$ cat config.mk
export PLATFORM = sky130hd
export DESIGN_NAME = rf_writeback_arbiter
export DESIGN_NICKNAME = d
export VERILOG_FILES = /design/src/rtl/rf_writeback_arbiter_pkg.sv /design/src/rtl/rf_writeback_arbiter_wb_fifo.sv /design/src/rtl/rf_writeback_arbiter.sv
export SDC_FILE = /design/constraint.sdc
export NUM_CORES = 1
export LEC_CHECK = 0
export BUFFER_PORTS_ARGS = -buffer_cell sky130_fd_sc_hd__buf_2
export CORE_MARGIN = 5
export CORE_UTILIZATION = 45
export CTS_BUF_LIST = sky130_fd_sc_hd__clkbuf_4
export CTS_CLUSTER_SIZE = 24
export DETAILED_ROUTE_END_ITERATION = 8
export GPL_TIMING_DRIVEN = 0
export SYNTH_ARGS = -nofsm -noshare
export SYNTH_HDL_FRONTEND = slang
export SYNTH_SLANG_ARGS = --single-unit
$ cat constraint.sdc
create_clock -name clk -period 7.2 [get_ports clk]
set_input_delay 0.72 -clock clk [delete_from_list [all_inputs] [get_ports clk]]
set_output_delay 0.72 -clock clk [all_outputs]
set_load 0.01 [all_outputs]
$ cat src/rtl/rf_writeback_arbiter_pkg.sv
// Processor-wide write-back definitions.
//   AW, DW      : register address and data widths (16 x 16-bit register file)
//   REG_ZERO    : hard-wired zero register; writes to it are discarded
//   wb_entry_t  : one pending register-file write (address + data)
package rf_writeback_arbiter_pkg;

    localparam int unsigned AW = 4;
    localparam int unsigned DW = 16;

    localparam logic [AW-1:0] REG_ZERO = '0;

    typedef struct packed {
        logic [AW-1:0] addr;
        logic [DW-1:0] data;
    } wb_entry_t;

endpackage

$ cat src/rtl/rf_writeback_arbiter_wb_fifo.sv
// In-order circular queue of pending register-file writes.
//   clk, rst   : clock, asynchronous active-high reset
//   push0/din0 : enqueue the older of up to two items this cycle
//   push1/din1 : enqueue the younger item (only together with push0)
//   pop        : dequeue the head
//   head       : oldest entry
//   count      : number of valid entries
//   rd_ptr     : index of the head inside entries
//   entries    : raw storage, for the forwarding search
module rf_writeback_arbiter_wb_fifo
    import rf_writeback_arbiter_pkg::*;
#(
    parameter int unsigned DEPTH = 4,
    localparam int unsigned PW = $clog2(DEPTH),
    localparam int unsigned CW = $clog2(DEPTH + 1)
) (
    input  logic                  clk,
    input  logic                  rst,
    input  logic                  push0,
    input  wb_entry_t             din0,
    input  logic                  push1,
    input  wb_entry_t             din1,
    input  logic                  pop,
    output wb_entry_t             head,
    output logic [CW-1:0]         count,
    output logic [PW-1:0]         rd_ptr,
    output wb_entry_t [DEPTH-1:0] entries
);

    wb_entry_t [DEPTH-1:0] mem_q;
    logic [PW-1:0]         rd_q;
    logic [PW-1:0]         wr_q;
    logic [CW-1:0]         cnt_q;
    logic [PW-1:0]         wr_next;

    // Second slot of a dual push; wraps naturally since DEPTH is a power of two.
    assign wr_next = wr_q + PW'(1);

    always_ff @(posedge clk or posedge rst) begin
        if (rst) begin
            mem_q <= '0;
            rd_q  <= '0;
            wr_q  <= '0;
            cnt_q <= '0;
        end else begin
            if (push0) begin
                mem_q[wr_q] <= din0;
            end
            if (push1) begin
                mem_q[wr_next] <= din1;
            end
            wr_q <= wr_q + PW'(push0) + PW'(push1);
            if (pop) begin
                rd_q <= rd_q + PW'(1);
            end
            cnt_q <= cnt_q + CW'(push0) + CW'(push1) - CW'(pop);
        end
    end

    assign head    = mem_q[rd_q];
    assign count   = cnt_q;
    assign rd_ptr  = rd_q;
    assign entries = mem_q;

endmodule

$ cat src/rtl/rf_writeback_arbiter.sv
// Register-file write-back arbiter: merges load and ALU results onto the single
// register-file write port in age order, with a pending-write forwarding lookup.
//   clk, rst                       : clock, asynchronous active-high reset
//   mem_valid/mem_addr/mem_data    : load result
//   alu_valid/alu_addr/alu_data    : ALU result (younger than a same-cycle load)
//   in_ready                       : both sources may present a result
//   rf_we/rf_waddr/rf_wdata        : registered register-file write port
//   fwd_addr_a/b                   : forwarding lookup addresses
//   fwd_hit_a/b, fwd_data_a/b      : youngest pending value for each lookup
// DEPTH must be a power of two, at least 2.
module rf_writeback_arbiter #(
    parameter int unsigned DEPTH = 4,
    parameter int unsigned AW    = rf_writeback_arbiter_pkg::AW,
    parameter int unsigned DW    = rf_writeback_arbiter_pkg::DW
) (
    input  logic          clk,
    input  logic          rst,
    input  logic          mem_valid,
    input  logic [AW-1:0] mem_addr,
    input  logic [DW-1:0] mem_data,
    input  logic          alu_valid,
    input  logic [AW-1:0] alu_addr,
    input  logic [DW-1:0] alu_data,
    output logic          in_ready,
    output logic          rf_we,
    output logic [AW-1:0] rf_waddr,
    output logic [DW-1:0] rf_wdata,
    input  logic [AW-1:0] fwd_addr_a,
    input  logic [AW-1:0] fwd_addr_b,
    output logic          fwd_hit_a,
    output logic [DW-1:0] fwd_data_a,
    output logic          fwd_hit_b,
    output logic [DW-1:0] fwd_data_b
);

    import rf_writeback_arbiter_pkg::*;

    localparam int unsigned PW = $clog2(DEPTH);
    localparam int unsigned CW = $clog2(DEPTH + 1);

    logic [CW-1:0]         count;
    logic [PW-1:0]         rd_ptr;
    wb_entry_t             head;
    wb_entry_t [DEPTH-1:0] entries;

    logic      mem_acc;
    logic      alu_acc;
    wb_entry_t mem_ent;
    wb_entry_t alu_ent;

    logic      push0;
    logic      push1;
    logic      pop;
    wb_entry_t din0;
    wb_entry_t din1;
    logic      load;
    wb_entry_t load_ent;

    // Two free slots guarantee a dual push fits even without a pop.
    assign in_ready = (count <= CW'(DEPTH - 2));

    // Writes to the zero register are dropped here, so they never queue or forward.
    assign mem_acc = mem_valid && in_ready && (mem_addr != REG_ZERO);
    assign alu_acc = alu_valid && in_ready && (alu_addr != REG_ZERO);

    assign mem_ent = '{addr: mem_addr, data: mem_data};
    assign alu_ent = '{addr: alu_addr, data: alu_data};

    // Oldest available item goes to the output register; the rest queue behind it.
    always_comb begin
        load     = 1'b1;
        load_ent = head;
        pop      = 1'b0;
        push0    = 1'b0;
        push1    = 1'b0;
        din0     = mem_ent;
        din1     = alu_ent;
        if (count != '0) begin
            pop   = 1'b1;
            push0 = mem_acc || alu_acc;
            push1 = mem_acc && alu_acc;
            din0  = mem_acc ? mem_ent : alu_ent;
        end else if (mem_acc) begin
            load_ent = mem_ent;
            push0    = alu_acc;
            din0     = alu_ent;
        end else if (alu_acc) begin
            load_ent = alu_ent;
        end else begin
            load = 1'b0;
        end
    end

    rf_writeback_arbiter_wb_fifo #(
        .DEPTH (DEPTH)
    ) u_fifo (
        .clk     (clk),
        .rst     (rst),
        .push0   (push0),
        .din0    (din0),
        .push1   (push1),
        .din1    (din1),
        .pop     (pop),
        .head    (head),
        .count   (count),
        .rd_ptr  (rd_ptr),
        .entries (entries)
    );

    // Address and data hold when idle; only the enable drops.
    always_ff @(posedge clk or posedge rst) begin
        if (rst) begin
            rf_we    <= 1'b0;
            rf_waddr <= '0;
            rf_wdata <= '0;
        end else begin
            rf_we <= load;
            if (load) begin
                rf_waddr <= load_ent.addr;
                rf_wdata <= load_ent.data;
            end
        end
    end

    // Search from oldest to youngest so the last match (youngest) wins.
    for (genvar p = 0; p < 2; p++) begin : g_fwd
        logic [AW-1:0] addr;
        logic          hit;
        logic [DW-1:0] data;

        assign addr = (p == 0) ? fwd_addr_a : fwd_addr_b;

        always_comb begin
            hit  = 1'b0;
            data = '0;
            if (addr != REG_ZERO) begin
                if (rf_we && (rf_waddr == addr)) begin
                    hit  = 1'b1;
                    data = rf_wdata;
                end
                for (int unsigned i = 0; i < DEPTH; i++) begin
                    if ((CW'(i) < count) && (entries[rd_ptr + PW'(i)].addr == addr)) begin
                        hit  = 1'b1;
                        data = entries[rd_ptr + PW'(i)].data;
                    end
                end
                if (mem_acc && (mem_addr == addr)) begin
                    hit  = 1'b1;
                    data = mem_data;
                end
                if (alu_acc && (alu_addr == addr)) begin
                    hit  = 1'b1;
                    data = alu_data;
                end
            end
        end
    end

    assign fwd_hit_a  = g_fwd[0].hit;
    assign fwd_data_a = g_fwd[0].data;
    assign fwd_hit_b  = g_fwd[1].hit;
    assign fwd_data_b = g_fwd[1].data;

endmodule
==> out/qor.yml, run 1 <==
synth_edf_count: 0
multiInputGateArea_sq_mm: 0.00635
postCtsSetupBuffers: 0
slowest_stage: "or4_4"
path_max_fanout: 10
dr.pass1.iters: 5
critPathKind: "register to output port"
syn_to_final_growth_pct: 10.4
hold_class: "input pin to async pin"
grt_max_degree: 59
max_slew_margin_pct: 40.7
syn_area_sq_mm: 0.00968
finalSetupViolations: 0
core_sq_mm: 0.0211
cts_buffer_depth: 2
yosysMostFrequentCell: "dfrtp_1"
startpoint: "u_fifo.count[2]"
vdd_ir_drop_max_mv: 0.211
clock_sinks: 108
netlist_instances: 1082
leakagePower_nw: 4.36
critPathBufInv: 5
rows: 53
synth_flop_cell: "dfrtp_1"
cts_hold_buffers: 0
worst_setup_path_start_kind: "register"
crit_top_cell: "buf_2"
rsz0062_at_grt: "no"
cpPeakStageDelay_ns: 0.65
synth.top_cells.by_area: "dfrtp_1 28%, a22oi_1 8.2%, o2bb2ai_1 7.2%, mux2i_1 6.1%, mux2_2 4.9%"
postSynthAreaPerCell_sq_um: 8.94
antenna_found_initial: 1
finalSetupTns_ns: 0
cts_tree: "done"
htree_levels: 3
finalNetCount: 1243
status: "complete, no violations"
gp_congestion: 0.953
first_iter_violations: 1109
grt_pass1_wl_mm: 57.3
cp_data_arrival_time_ns: 4.05
p_per_area_mw_per_mm2: 553
globalRouteTotalUtil_pct: 30.7
final-hold-violation-count: 0
initial_utilization_pct: 45.9
grt.overflow.total: 0
drt.antenna.violating_nets: 0
synth_warnings: 0
slew_viol_final: 0
finClkSkew_ns: 0.0256
holdWs_ns: 0.301
max_freq_mhz: 209
drv_cap: 0
synth-seq-cells: 108
via_count: 9531
r2r_start: "u_fifo.count[1]"
fp.dieH_um: 157
seq_area_frac_synth_pct: 27.9
drc_errors: 0
wl_per_cell_um: 25.7
synth_common_cells: "108 x dfrtp_1, 106 x a22oi_1, 87 x nand2_1"
cp_top_family: "buffers and inverters"
path_cells: "inv_1 > ha_1 > clkbuf_1 > o211ai_2 > or4_4 > buf_2 > nand4_2 > buf_2 > a21oi_1 > a2111oi_2 > buf_2"
io_pins: 108
cp.required_ns: 6.48
cts-root-buf: "clkbuf_4"
die-area_sq_mm: 0.0245
synth_top_cell_by_area: "dfrtp_1"
via_per_inst: 6.49
regArea_sq_mm: 0.00270
async_reset_ff_share_pct: 100
die_w_um: 157
clk_pin_slew_ns: 0.21
min_period_ns: 4.77
cts_buffers: 9
mappedNetlistNets: 1139
n_fill_cell: 2098
yosys.area.top_type_share_pct: 27.9
wl_mm: 37.7
dp_hpwl_mm: 30.6
cts.repair.resized: 0
finalCritPeriodShare_pct: 66.3
ys_types: 64
clk_latency_ns: 0.53
grt_pass1_vias: 9091
drive_gt1_share_pct: 22.9
crit_path_end_kind: "output port"
port_buffers: 92
worst_slew_pin_slew_ns: 0.882
[sequential cells by signal, indices dropped and copies added (netlist names)]
name / flops
rf_we: 1
rf_waddr: 4
u_fifo.count: 3
u_fifo.rd_ptr: 2
rf_wdata: 16
u_fifo.wr_q: 2
u_fifo.entries: 80
[metrics by stage]
step	instances	util [%]	total power, mW	area, sq um	setup WS (ns)
after floorplan	1082	-	4.13	9680	3.63
after global routing	1467	50.6	6.33	10700	2.21
final	1468	50.6	5.91	10700	2.43
after detailed placement	1450	49.8	5.47	10500	2.64
after CTS	1466	50.6	5.82	10700	2.46
after global placement	1449	49.7	5.42	10500	2.14
[final cells by class]
class                      instances  share of cell area (%)
buffer                           117                    5.38
antenna                            2                  0.0469
sequential                       108                    25.3
clock inverter                     7                   0.832
timing repair buffer              93                    4.57
clock buffer                       9                   0.633
tap                              275                    3.22
inverter                          15                   0.551
multi-input combinational        842                    59.5
[worst paths after layout]
kind                                      end  slack, ns  cells after the start
setup / recovery               fwd_data_b[11]       2.43                     11
hold reg to reg                u_fifo.wr_q[1]       0.56                      1
setup reg to reg              u_fifo.count[2]       3.76                      9
max in group asynchronous  u_fifo.entries[46]       6.15                      3
min in group clk           u_fifo.entries[24]       0.50                      2
hold / removal             u_fifo.entries[58]       0.30                      2
[cells by family after synthesis]
logic type / count (synthesis) / share of synthesized area, %
flip-flops: 108 / 27.9
AND/OR/NAND/NOR: 252 / 12.4
XOR/XNOR: 58 / 5.25
buffers and inverters: 132 / 6.52
multiplexers: 117 / 14.7
adder cells (fa/ha/maj): 6 / 0.983
AO/OA/AOI/OAI: 409 / 32.2
[cells in the final DEF (no fill, tap or decap), drive strengths merged, types with 3 or more instances in the layout]
cell type and count:
nor2 76, nor4 4, xor2 19, o2bb2ai 80, xnor2 39, o21ai 74, a211o 15, nor3 36
nand4 6, clkinv 5, or2 9, mux2i 59, nand3 7, buf 152, or3 3, dfrtp 108
mux4 16, and3 3, o32ai 15, o211ai 26, or4 5, a2111oi 15, nand2b 6, nand2 88
a22oi 106, mux2 42, clkbuf 67, a21oi 46, inv 17, o221ai 16, o22ai 4, fa 3
[per-layer routing]
layer  up-vias  part of all wire, %  GRT usage, %
met3        52                  9.2          4.20
met1      4610                   46          46.9
li1       4357                    -             -
met5         -                    0             0
met4         0                  1.7          5.99
met2       512                   43          46.5
[worst reg2reg max path: cells and delay by family (launching register included)]
| family | cells | cell delay (ns) |
|---|---|---|
| AOI/OAI and AO/OA | 1 | 0.65 |
| buffers and inverters | 3 | 0.56 |
| adders and majority gates | 4 | 1.55 |
| xor gates and xnor gates | 1 | 0.14 |
| DFF | 1 | 0.46 |
[report_power, final]
part	total [mW]	internal [mW]	leakage, nW	switching (mW)
clock network	0.346	0.0864	0.0828	0.260
logic	4.32	1.74	2.95	2.57
registers	1.25	0.915	1.33	0.333
total	5.91	2.74	4.36	3.17
Power figures use the tool's default switching activity.
==> run 2, diff against run 1 <==
- PLACE_DENSITY: default -> 0.66
- clock period: 7.2 -> 4.02 ns (I/O delays scaled with it)
==> out/qor.yml, run 2 (synthesis gave the netlist of run 1 again) <==
drt.antenna.violating_nets: 0
n_fill_cell: 2051
grt_most_used_layer: "met2"
status: "complete, no violations"
first_iter_violations: 1006
final_cell_mix: "130 x buf_2, 108 x dfrtp_1, 106 x a22oi_1"
cp.required_ns: 3.62
fp.dieH_um: 157
holdWs_ns: 0.190
die-area_sq_mm: 0.0245
clk_pin_slew_ns: 0.21
power_frac_seq_pct: 20.8
leakagePower_nw: 4.38
gp_congestion: 0.976
critPathCapture: "fwd_data_b[12]"
worst_slew_pin_slew_ns: 0.885
die_w_um: 157
finClkSkew_ns: 0.0327
grt_util_met1_pct: 45.4
dr.pass1.iters: 7
initial_utilization_pct: 45.9
r2r_cells: 8
cts_tree: "done"
cp_data_arrival_time_ns: 3.50
fin_ws_ns: 0.117
pre_cts_ws_ns: 0.285
use_met2_pct: 45.9
r2r_start: "u_fifo.count[1]"
syn_to_final_growth_pct: 11.5
crit_path_end_kind: "output port"
regArea_sq_mm: 0.00270
antenna_found_initial: 1
startpoint: "u_fifo.rd_ptr[0]"
min_period_ns: 3.90
grt.overflow.total: 0
grt_max_degree: 63
wl_mm: 37.2
slew_viol_final: 0
placed_cells: 1450
finalNonFillerCells: 1466
slowest_stage: "mux4_2"
port_buffers: 92
cts_buffers: 9
finalCritPeriodShare_pct: 97.1
wl_per_cell_um: 25.4
multiInputGateArea_sq_mm: 0.00647
vdd_ir_drop_max_mv: 0.312
core_sq_mm: 0.0211
rrSetupSlack_ns: 0.83
finalSetupTns_ns: 0
cts-root-buf: "clkbuf_4"
grt_pass1_vias: 9074
swShare_pct: 53.6
timing.rr.end: "u_fifo.count[2]"
final_common_cell: "buf_2"
p_per_area_mw_per_mm2: 995
via_per_inst: 6.55
worst_setup_path_start_kind: "register"
via_count: 9597
power_switching_mw: 5.75
globalRouteTotalUtil_pct: 29.9
internal-power_mw: 4.98
dp_hpwl_mm: 30.2
grt_pass1_wl_mm: 56.4
drive_gt1_share_pct: 23.4
p_clk_share_pct: 5.4
io_pins: 108
max_freq_mhz: 256
path_max_fanout: 10
drv_cap: 0
finalSetupViolations: 0
largest_reg_flops: 80
fin_util_pct: 51.1
rows: 53
met3_usage_pct: 3.98
clock_sinks: 108
p_comb_share_pct: 73.9
cpPeakStageDelay_ns: 0.59
hold_class: "input pin to register"
clk_latency_ns: 0.52
critPathKind: "register to output port"
path_cells: "buf_6 > mux4_2 > xnor2_1 > o21ai_1 > clkbuf_1 > o211ai_1 > o211ai_2 > a21oi_1 > a2111oi_4 > buf_2"
finalNetCount: 1243
cts_buffer_depth: 2
htree_levels: 3
drc_errors: 0
max_slew_margin_pct: 40.5
final-hold-violation-count: 0
[run 2: cell count changes in the layout (fill, tap and decap cells not counted), moves of 3 or more]
| cell | previous run | this run |
|---|---|---|
| a2111oi_2 | 14 | 9 |
| a2111oi_4 | 0 | 5 |
| buf_2 | 134 | 130 |
| clkbuf_1 | 58 | 55 |
| clkinv_8 | 3 | 0 |
[run 2: worst min path at each step]
stage | slack, ns | end | startpoint | depth (start not counted)
2_1_floorplan | 0.49 | u_fifo.wr_q[1] | u_fifo.wr_q[1] | 1
3_3_place_gp | 0.51 | u_fifo.wr_q[1] | u_fifo.wr_q[1] | 1
3_5_place_dp | 0.52 | u_fifo.entries[17] | rst | 2
4_1_cts | 0.18 | u_fifo.entries[31] | alu_data[11] | 2
5_1_grt | 0.17 | u_fifo.entries[3] | alu_data[3] | 2
6_report | 0.19 | u_fifo.entries[31] | alu_data[11] | 2
[run 2: metrics by stage]
step	instance area, sq um	power [mW]
after floorplan	9680	7.39
after global placement	10500	9.71
after detailed placement	10500	9.79
after CTS	10700	10.5
after global routing	10800	11.4
final	10800	10.7
[run 2: power by group through the flow]
stage / logic [mW] / registers [mW] / clock network (mW)
6_report: 7.93 / 2.23 / 0.575
4_1_cts: 7.68 / 2.20 / 0.581
5_1_grt: 8.51 / 2.29 / 0.621
3_3_place_gp: 7.51 / 2.20 / 0
3_5_place_dp: 7.57 / 2.22 / 0
2_1_floorplan: 5.34 / 2.05 / 0
[run 2: worst max-delay path, delay by kind of cell, from the launching register on]
family	cells	cell delay [ns]
AO/OA/AOI/OAI	5	1.05
XOR/XNOR	1	0.15
buffers and inverters	3	0.83
flip-flops	1	0.37
multiplexers	1	0.59
[run 2: area by class of cell]
cell class / count / share of cell area, %
multi-input cells: 842 / 60.0
flip-flops and latches: 108 / 25.1
plain buffers: 116 / 5.44
repair buffers: 94 / 4.62
well taps: 275 / 3.19
clock buffers: 9 / 0.627
inverters: 15 / 0.545
clock inverters: 6 / 0.534
diodes: 1 / 0.0232
[run 2: layer usage]
metal | wire length, um | vias to the layer above
met5 | 0 | -
met4 | 518 | 0
li1 | - | 4366
met3 | 3490 | 40
met2 | 16600 | 505
met1 | 16600 | 4686
[run 2: what timing repair did]
action | in CTS | in global routing
setup endpoints to repair | 13 | 18
cloned | 0 | 0
setup buffers | 0 | 0
gates resized for setup | 12 | 13
hold buffers | 1 | 0
hold endpoints to repair | 46 | 0
pin swaps | 1 | 1
